[src/rtl/chimp_pkg.sv]
// Shared constants and types for the chimp board grid hit-tester.
// Grid geometry defaults and the click FSM state encoding.
package chimp_pkg;

  localparam int DEF_N_COLS  = 8;
  localparam int DEF_N_ROWS  = 8;
  localparam int DEF_CELL_X0 = 17;
  localparam int DEF_CELL_Y0 = 8;
  localparam int DEF_CELL_W  = 20;
  localparam int DEF_CELL_H  = 20;
  localparam int DEF_X_PITCH = 37;
  localparam int DEF_Y_PITCH = 28;

  typedef enum logic [1:0] {
    IDLE  = 2'd0,
    ARMED = 2'd1,
    HELD  = 2'd2
  } click_st_e;

endpackage

[src/rtl/grid_axis_hit.sv]
// One-axis cell hit test over N equally pitched spans.
// Unrolled comparator chain; the lowest matching index wins.
module grid_axis_hit #(
  parameter  int N      = 8,
  parameter  int W      = 10,
  parameter  int ORIGIN = 17,
  parameter  int SPAN   = 20,
  parameter  int PITCH  = 37,
  localparam int IW     = (N > 1) ? $clog2(N) : 1
) (
  input  logic [W-1:0]  coord,
  output logic [IW-1:0] idx,
  output logic          hit
);

  logic [31:0] c;
  assign c = 32'(coord);

  // scan high to low so the lowest matching cell ends up selected
  always_comb begin
    idx = '0;
    hit = 1'b0;
    for (int k = N - 1; k >= 0; k--) begin
      if (c >= 32'(ORIGIN + k * PITCH) &&
          c <= 32'(ORIGIN + k * PITCH + SPAN - 1)) begin
        idx = IW'(k);
        hit = 1'b1;
      end
    end
  end

endmodule

[src/rtl/chimp_grid_click.sv]
// Grid hit-tester and click qualifier for the chimp test board.
// Two pipeline stages feed a registered-output click FSM.
module chimp_grid_click
  import chimp_pkg::*;
#(
  parameter  int N_COLS       = DEF_N_COLS,
  parameter  int N_ROWS       = DEF_N_ROWS,
  parameter  int X_W          = 10,
  parameter  int Y_W          = 9,
  parameter  int CELL_X0      = DEF_CELL_X0,
  parameter  int CELL_Y0      = DEF_CELL_Y0,
  parameter  int CELL_W       = DEF_CELL_W,
  parameter  int CELL_H       = DEF_CELL_H,
  parameter  int X_PITCH      = DEF_X_PITCH,
  parameter  int Y_PITCH      = DEF_Y_PITCH,
  parameter  int RELEASE_MODE = 0,
  localparam int CW = (N_COLS > 1) ? $clog2(N_COLS) : 1,
  localparam int RW = (N_ROWS > 1) ? $clog2(N_ROWS) : 1
) (
  input  logic          clk,
  input  logic          iReset,
  input  logic          iEnable,
  input  logic [X_W-1:0] iMouseX,
  input  logic [Y_W-1:0] iMouseY,
  input  logic          iButton,
  output logic          oHoverValid,
  output logic [CW-1:0] oHoverCol,
  output logic [RW-1:0] oHoverRow,
  output logic          oClick,
  output logic [CW-1:0] oClickCol,
  output logic [RW-1:0] oClickRow,
  output logic          oMiss,
  output logic          oCancel,
  output logic          oBusy
);

  logic [X_W-1:0] x_a;
  logic [Y_W-1:0] y_a;
  logic           btn_a, btn_p;

  logic [CW-1:0]  col_i;
  logic [RW-1:0]  row_i;
  logic           col_hit, row_hit;

  logic           valid_b, rise_b, fall_b;
  logic [CW-1:0]  col_b;
  logic [RW-1:0]  row_b;

  click_st_e      st_q, st_d;
  logic           click_d, miss_d, cancel_d;
  logic [CW-1:0]  ccol_d, lcol_q, lcol_d;
  logic [RW-1:0]  crow_d, lrow_q, lrow_d;

  grid_axis_hit #(
    .N(N_COLS), .W(X_W), .ORIGIN(CELL_X0),
    .SPAN(CELL_W), .PITCH(X_PITCH)
  ) u_xhit (
    .coord(x_a), .idx(col_i), .hit(col_hit)
  );

  grid_axis_hit #(
    .N(N_ROWS), .W(Y_W), .ORIGIN(CELL_Y0),
    .SPAN(CELL_H), .PITCH(Y_PITCH)
  ) u_yhit (
    .coord(y_a), .idx(row_i), .hit(row_hit)
  );

  // stage A: register cursor and button, keep last button sample
  always_ff @(posedge clk or negedge iReset) begin
    if (!iReset) begin
      x_a   <= '0;
      y_a   <= '0;
      btn_a <= 1'b0;
      btn_p <= 1'b0;
    end else begin
      x_a   <= iMouseX;
      y_a   <= iMouseY;
      btn_a <= iButton;
      btn_p <= btn_a;
    end
  end

  // stage B: register cell indices, validity and button edges
  always_ff @(posedge clk or negedge iReset) begin
    if (!iReset) begin
      valid_b <= 1'b0;
      col_b   <= '0;
      row_b   <= '0;
      rise_b  <= 1'b0;
      fall_b  <= 1'b0;
    end else begin
      valid_b <= col_hit & row_hit;
      col_b   <= (col_hit & row_hit) ? col_i : '0;
      row_b   <= (col_hit & row_hit) ? row_i : '0;
      rise_b  <= btn_a & ~btn_p;
      fall_b  <= ~btn_a & btn_p;
    end
  end

  assign oHoverValid = valid_b;
  assign oHoverCol   = col_b;
  assign oHoverRow   = row_b;
  assign oBusy       = (st_q != IDLE);

  // click FSM: next state and next pulse/index values
  always_comb begin
    st_d     = st_q;
    click_d  = 1'b0;
    miss_d   = 1'b0;
    cancel_d = 1'b0;
    ccol_d   = oClickCol;
    crow_d   = oClickRow;
    lcol_d   = lcol_q;
    lrow_d   = lrow_q;
    unique case (st_q)
      IDLE: begin
        if (rise_b && iEnable) begin
          if (!valid_b) begin
            miss_d = 1'b1;
            st_d   = HELD;
          end else if (RELEASE_MODE != 0) begin
            lcol_d = col_b;
            lrow_d = row_b;
            st_d   = ARMED;
          end else begin
            click_d = 1'b1;
            ccol_d  = col_b;
            crow_d  = row_b;
            st_d    = HELD;
          end
        end
      end
      ARMED: begin
        if (fall_b) begin
          st_d = IDLE;
          if (valid_b && col_b == lcol_q &&
              row_b == lrow_q) begin
            click_d = 1'b1;
            ccol_d  = lcol_q;
            crow_d  = lrow_q;
          end else begin
            cancel_d = 1'b1;
          end
        end
      end
      HELD: begin
        if (fall_b) st_d = IDLE;
      end
      default: st_d = IDLE;
    endcase
  end

  // click FSM: state and registered outputs
  always_ff @(posedge clk or negedge iReset) begin
    if (!iReset) begin
      st_q      <= IDLE;
      oClick    <= 1'b0;
      oMiss     <= 1'b0;
      oCancel   <= 1'b0;
      oClickCol <= '0;
      oClickRow <= '0;
      lcol_q    <= '0;
      lrow_q    <= '0;
    end else begin
      st_q      <= st_d;
      oClick    <= click_d;
      oMiss     <= miss_d;
      oCancel   <= cancel_d;
      oClickCol <= ccol_d;
      oClickRow <= crow_d;
      lcol_q    <= lcol_d;
      lrow_q    <= lrow_d;
    end
  end

endmodule

[config.mk]
export PLATFORM = sky130hd
export DESIGN_NAME = chimp_grid_click
export DESIGN_NICKNAME = d
export VERILOG_FILES = /design/src/rtl/chimp_pkg.sv /design/src/rtl/grid_axis_hit.sv /design/src/rtl/chimp_grid_click.sv
export SDC_FILE = /design/constraint.sdc
export NUM_CORES = 1
export LEC_CHECK = 0
export BUFFER_PORTS_ARGS = -buffer_cell sky130_fd_sc_hd__buf_2
export CAP_MARGIN = 20
export CORE_MARGIN = 10
export CORE_UTILIZATION = 45
export DETAILED_ROUTE_END_ITERATION = 10
export PLACE_DENSITY_LB_ADDON = 0.15
export SYNTH_ARGS = -nofsm -noshare
export SYNTH_HDL_FRONTEND = slang
export SYNTH_SLANG_ARGS = --single-unit
[constraint.sdc]
create_clock -name clk -period 2.8 [get_ports clk]
set_clock_uncertainty 0.05 [all_clocks]
set_input_delay 0.56 -clock clk [delete_from_list [all_inputs] [get_ports clk]]
set_output_delay 0.56 -clock clk [all_outputs]
set_load 0.01 [all_outputs]
==> results of run 1 <==
-- report_power, final --
group          leakage, nW  total (mW)  internal [mW]  switching (mW)
logic                0.428      0.0952         0.0466          0.0486
clock network       0.0574       0.472          0.289           0.183
registers            0.468       0.592          0.556          0.0359
-- flip-flops by register name, indices dropped and copies added (netlist names), 3 cells and up --
signal and cells:
x_a 10, oClickRow 3, oHoverCol 3, y_a 7, oHoverRow 3, oClickCol 3
-- metrics by stage --
stage / setup slack (ns) / hold WS (ns) / total power [mW] / util
finish: 0.835 / 0.296 / 1.16 / 0.549
global route: 0.740 / 0.305 / 1.21 / 0.549
CTS: 0.818 / 0.307 / 1.17 / 0.549
detailed placement: 0.821 / 0.339 / 0.698 / 0.516
global placement: 0.874 / 0.326 / 0.692 / 0.516
floorplan: 1.08 / 0.214 / 0.659 / -
-- layout by cell type (no fill, tap or decap), types with 2 or more instances in the layout --
master     n
dfrtp_1   37
buf_2     36
nand2_1   26
a21oi_1   12
nor2_1     9
o21ai_0    8
clkbuf_8   6
nor3_1     5
nand3_1    3
inv_1      3
o21a_1     3
o211ai_1   3
nor2b_1    3
mux2i_1    2
nand2b_1   2
nand3b_1   2
nand4_1    2
nor4_1     2
or4b_1     2
nor4_2     2
xnor2_1    2
o31a_1     2
-- metal layers --
metal,GRT usage,share of wire
met4,0.0425,0.014
met5,0,0
met2,0.152,0.42
met3,0.0600,0.12
met1,0.125,0.44
-- kinds of logic (layout without fill, tap and decap cells) --
group / Yosys count / after routing / share of synthesized area
and+or+nand+nor: 68 / 68 / 0.224
AOI/OAI and AO/OA: 42 / 42 / 0.164
DFF: 37 / 37 / 0.541
buffers and inverters: 15 / 47 / 0.0431
xor gates and xnor gates: 3 / 3 / 0.0153
muxes: 2 / 2 / 0.0117
other: 1 / 1 / 0.00219
-- synthesized netlist by cell type (all sizes together), types with 3 or more instances --
library cell and count:
nor3 5, or4b 3, o21ai 9, nor2b 3, o211ai 3, dfrtp 37
o21a 3, nor2 9, clkbuf 6, nor4 4, nand2 26, a21oi 12
buf 6, inv 3, nand3 3
-- worst paths after layout --
| kind | start | to | slack, ns |
|---|---|---|---|
| max | x_a[5] | oHoverRow[2] | 0.83 |
| min | iReset | st_q[1] | 0.30 |
| max reg2reg | x_a[5] | oHoverRow[2] | 0.83 |
| min reg2reg | btn_a | btn_p | 0.35 |
| max in group asynchronous | iReset | oClickCol[1] | 1.91 |
| min in group clk | iMouseY[6] | y_a[6] | 0.32 |
-- cell type report --
class | instances | area [µm²] | area share
clock buffers | 6 | 82.6 | 0.0411
clock inverters | 2 | 37.5 | 0.0187
inverters | 3 | 11.3 | 0.00560
multi-input cells | 116 | 713 | 0.355
flip-flops and latches | 37 | 926 | 0.460
well taps | 48 | 60.1 | 0.0299
repair buffers | 36 | 180 | 0.0896
==> metrics.md, run 1 <==
| Metric | Value |
|---|---|
| Final HPWL DP | 2530 µm |
| Antenna viol nets, final | 0 |
| Setup violations, final | 0 |
| Clock sink count | 37 |
| Max Freq | 509 MHz |
| Global Route Usage Sum | 0.105 |
| Min Tclk post-route | 1.97 ns |
| Hold_buf cts | 0 |
| Initial antenna violation count | 0 |
| Total gr overflow | 0 |
| Iteration-0 DRC Markers | 49 |
| Highest-delay cell along the critical path | dfrtp_1 |
| Worst path top cell family by delay | simple AND/OR/NAND/NOR gates |
| Critical Path RT | 2.95 ns |
| Nets | 222 |
| Critical Path Sink Type | flip-flop |
| Worst path arrival time | ~2.1 ns |
| Synth Register Bits | 37 |
| Number of global-route vias before repair | 1253 |
| # IOs | 40 |
| Final Max Tran Viols | 0 |
| Longest Clk Path Bufs | 2 |
| Worst setup SP type | flip-flop |
| Number of synthesized flops with an enable pin | 0 |
| Via count | 1340 |
| Number of library cell types mapped by synthesis | 51 |
| Final period util | 0.702 |
| Type of the worst min-delay path | in2async |
| CP Max Fanout | 16 |
| Die Ht | 81.7 µm |
| Leakage | about 0.95 nW |
| Area after DPL | 1890 µm² |
| Syn Area/Cell | 10.2 µm² |
| Filler cell count | 321 |
| Share of the synthesized area in the top cell type | 0.541 |
| Via density | about 5.4 |
| Status | completed |
| Crit Path Class | reg2reg |
| CP Depth | 5 |
| Core footprint | 3660 µm² |
| Cells after Synth | 168 |
| Die area | 6670 µm² |
| Total iterations of the first detailed-routing run | 4 |
| Cell area power density | 576 nW/µm² |
| Synth area leaders | dfrtp_1 54%, nand2_1 5.7%, a21oi_1 3.5% |
| Setup Buffers After CTS | 0 |
| TritonCTS Buffers | 5 |
| Die W | roughly 82 µm |
| CTS tree | done |
| Wirelength per Cell | 13.8 µm |
| Initial Utilization | 0.468 |
| Ys async rst share | 1.00 |
| Design area | 2010 µm² |
| Clock Tree Root | clkbuf_8 |
| Unrepaired setup endpoints after global routing | false |
| Worst-skew pair later-pin latency | 0.29 ns |
| Final wirelength | 3410 µm |
| CP cell instances | or4b_1, o32a_1, a31oi_2, nor4_2, nor4_2 |
| Synthesized area | approximately 1700 µm² |
| Port Buf Inserts | 36 |
| Dpl cells | between 200 and 250 |
| CTS resizes | 0 |
| N_diodes | 0 |
| TNS Setup | 0 ns |
| Worst-margin pin slew | 0.784 ns |
| Final Hold Viols | 0 |
| Reg2reg path depth | 5 |
| Largest net degree at the start of global routing | 38 |
| Num rows | 22 |
| Worst vdd ir | 0.000387 V |
| Syn_nets | 191 |
| Fraction of layout instances using a drive strength above 1 | 0.260 |
| DRC | 0 |
| CTS clock-pin slew for the worst setup and hold paths | 0.07 ns |
| Synth warn | 0 |
| Buf/Inv on CP | 0 |
| Global-route wire length before repair | about 5500 µm |
| CP max stage delay | 0.62 ns |
| CTS H-Tree Depth | 2 |
| Fin cells | ~250 |
| Worst slew margin | 0.477 |
| Ys flop type | dfrtp_1 |
| Most used cell, CP | nor4_2 |
| Cell taking the most area after synthesis | dfrtp_1 |
| Area grow syn2layout | 17.4% |
| GPL Wtd Cong | ~0.8 |
| Sequential share of the synthesized area | 0.541 |
| Max-cap violations | 0 |
Note: power is estimated with default switching activity, not from simulation.
==> inputs of run 2 (changes only) <==
==> constraint.sdc (replaced) <==
create_clock -name clk -period 1.75 [get_ports clk]
set_clock_uncertainty 0.05 [all_clocks]
set_input_delay 0.35 -clock clk [delete_from_list [all_inputs] [get_ports clk]]
set_output_delay 0.35 -clock clk [all_outputs]
set_load 0.01 [all_outputs]
==> run 2 against run 1 <==
Compared with the run above: the run now ends with setup timing left; clock power grew 8.3%; utilization rose by 7.3 points; final cell count is 10% higher; non-clock buffer count is 27 higher; total power rose by 45%; first-iteration DRC count shrank 33%; routed wire length up 11%; combinational power rose to 2.5 times the previous value; critical path type unchanged; largest cell class unchanged.
==> metrics.md, run 2 (synthesis results as in run 1) <==
| Metric | Value |
|---|---|
| Status | finished, violations left |
| Failing checks | setup timing |
| Die Ht | 81.7 µm (unchanged) |
| Hold worst-path end | btn_a |
| Critical Path RT | 1.86 ns (-1.09 ns) |
| Nets | 249 (+12%) |
| Reg with most FFs | x_a |
| WHS | 0.121 ns (-0.174 ns) |
| Total iterations of the first detailed-routing run | 4 (unchanged) |
| CP cell instances | buf_6, and4_1, o211ai_1, o311ai_1, buf_4, nor4_4, nor2_1 |
| N_diodes | 0 (unchanged) |
| Port Buf Inserts | 36 (unchanged) |
| Antenna viol nets, final | 0 (unchanged) |
| Final HPWL DP | 2840 µm (+12%) |
| Final WS setup | -0.0251 ns (-0.860 ns) |
| Buf/Inv on CP | 2 (+2) |
| Via count | 1444 (+7.8%) |
| Worst path arrival time | 1.88 ns (-0.23 ns) |
| Clock Tree Root | clkbuf_8 |
| Worst vdd ir | 0.000555 V (+43%) |
| Max reg flops | 10 (unchanged) |
| Global-route wire length before repair | 6490 µm (+17%) |
| Commonest non-fill, non-tap cell in the layout | buf_2 |
| Number of global-route vias before repair | 1499 (+20%) |
| CTS H-Tree Depth | 2 (unchanged) |
| Final Max Tran Viols | 0 (unchanged) |
| Iteration-0 DRC Markers | 33 (-33%) |
| Clock sink count | 37 (unchanged) |
| R2r endpoint | oHoverValid |
| Die W | 81.7 µm (unchanged) |
| # IOs | 40 (unchanged) |
| Leakage | 1.09 nW (+14%) |
| Core footprint | 3660 µm² (unchanged) |
| Largest net degree at the start of global routing | 38 (unchanged) |
| Total gr overflow | 0 (unchanged) |
| Setup violations, final | 2 (+2) |
| Unrepaired setup endpoints after global routing | true |
| Die area | 6670 µm² (unchanged) |
| Filler cell count | 310 (-3.4%) |
| Hold Path Cell Cnt | 1 |
| Critical Path Sink Type | flip-flop |
| Largest regs | x_a x10, y_a x7 |
| DRC | 0 (unchanged) |
| Crit Path Class | reg2reg |
| GPL Wtd Cong | 0.739 (-6.4%) |
| CTS clock-pin slew for the worst setup and hold paths | 0.06 ns (about the same) |
| Reg2reg start | x_a[2] |
| Final period util | 1.01 (+0.313) |
| Global Route Usage Sum | 0.121 (+0.0160) |
| Max-cap violations | 0 (unchanged) |
| Final wirelength | 3790 µm (+11%) |
| Via density | 5.29 (-2.1%) |
| Area of the multi-input gates | 788 µm² (+11%) |
| FF/Latch Area | 930 µm² (+0.41%) |
| Initial Utilization | 0.468 (unchanged) |
| R2r setup slk | -0.03 ns (-0.86 ns) |
| Min Tclk post-route | 1.78 ns (-0.190 ns) |
| CTS tree | done |
| CP Max Fanout | 5 (-11) |
| Max Freq | 563 MHz (+11%) |
| Worst path top cell family by delay | simple AND/OR/NAND/NOR gates |
| Wirelength per Cell | 13.9 µm (+0.85%) |
| Initial antenna violation count | 0 (unchanged) |
| TritonCTS Buffers | 5 (unchanged) |
| Worst-skew pair later-pin latency | 0.28 ns (about the same) |
| CP max stage delay | 0.44 ns (-0.18 ns) |
| Final Hold Viols | 0 (unchanged) |
| Type of the worst min-delay path | in2reg |
| Power consumption | 1.68 mW (+45%) |
| Min-Delay Startpoint | iButton |
| Num rows | 22 (unchanged) |
| Cell area power density | 738 nW/µm² (+28%) |
| Most frequent cells in the layout | 36 x buf_2, 34 x dfrtp_1, 25 x nand2_1 |
| Highest-delay cell along the critical path | dfrtp_2 |
| TNS Setup | -0.0413 ns (-0.0413 ns) |
| Reg2reg path depth | 7 (+2) |
| Fraction of layout instances using a drive strength above 1 | 0.396 (+0.136) |
| Worst setup SP type | flip-flop |
| Area grow syn2layout | 33.1% |
| Longest Clk Path Bufs | 2 (unchanged) |
==> run 2: changes by cell type in the layout (fill, tap and decap cells not counted), sizes merged <==
cell | previous run | this run
clkbuf | 6 | 5
bufinv | 1 | 0
buf | 36 | 62
clkinv | 0 | 1
dlygate4sd3 | 0 | 1
clkinvlp | 1 | 0
==> run 2: worst max-delay path by stage <==
| stage | startpoint | to | slack (ns) | cells past startpoint |
|---|---|---|---|---|
| after floorplan | x_a[2] | oHoverRow[2] | 0.03 | 6 |
| after global placement | x_a[6] | oHoverRow[2] | -0.13 | 6 |
| after detailed placement | x_a[6] | oHoverRow[2] | -0.16 | 6 |
| after CTS | x_a[2] | oHoverRow[1] | -0.01 | 5 |
| after global routing | x_a[2] | oHoverValid | -0.16 | 7 |
| final | x_a[2] | oHoverValid | -0.03 | 7 |
==> run 2: where the power goes <==
part           switching, mW  total (mW)  internal (mW)  leakage [nW]
clock                  0.250       0.511          0.261        0.0399
sequential            0.0411       0.932          0.891         0.465
combinational          0.117       0.239          0.122         0.586
total                  0.408        1.68           1.27          1.09
==> run 2: routing by layer <==
layer	vias up	global-route usage	wire [µm]
met1	663	0.139	1560
met2	59	0.194	1740
met4	0	0.0595	59
li1	715	-	-
met5	-	0	0
met3	7	0.0469	432
==> run 2: through the flow <==
stage	area [µm²]	std cells	util	setup WS [ns]
5_1_grt	2280	273	0.623	-0.156
3_3_place_gp	2080	263	0.567	-0.127
3_5_place_dp	2080	263	0.567	-0.164
2_1_floorplan	1710	168	-	0.0287
4_1_cts	2230	273	0.610	-0.0144
6_report	2280	273	0.623	-0.0251
==> run 2: final cells by class <==
| cell class | count | share of cell area |
|---|---|---|
| clock buffer | 5 | 0.0302 |
| clock inverter | 1 | 0.00220 |
| inverter | 3 | 0.00494 |
| multi-input combinational | 116 | 0.346 |
| sequential | 37 | 0.408 |
| tap | 48 | 0.0263 |
| timing repair buffer | 63 | 0.183 |
==> run 2: worst register-to-register path, cell delays in order, from the launching register on <==
cell and delay, ns:
dfrtp_2 0.44, buf_6 0.13, and4_1 0.15, o211ai_1 0.22
o311ai_1 0.16, buf_4 0.17, nor4_4 0.24, nor2_1 0.09
==> run 2: timing repair <==
item | 4_1_cts | 5_1_grt
endpoints found under the setup margin | 4 | 7
setup buffers | 4 | 0
cloned | 0 | 0
pin swaps | 10 | 2
gates resized for setup | 10 | 11
hold endpoints to repair | 37 | 0
hold buffers | 1 | 0
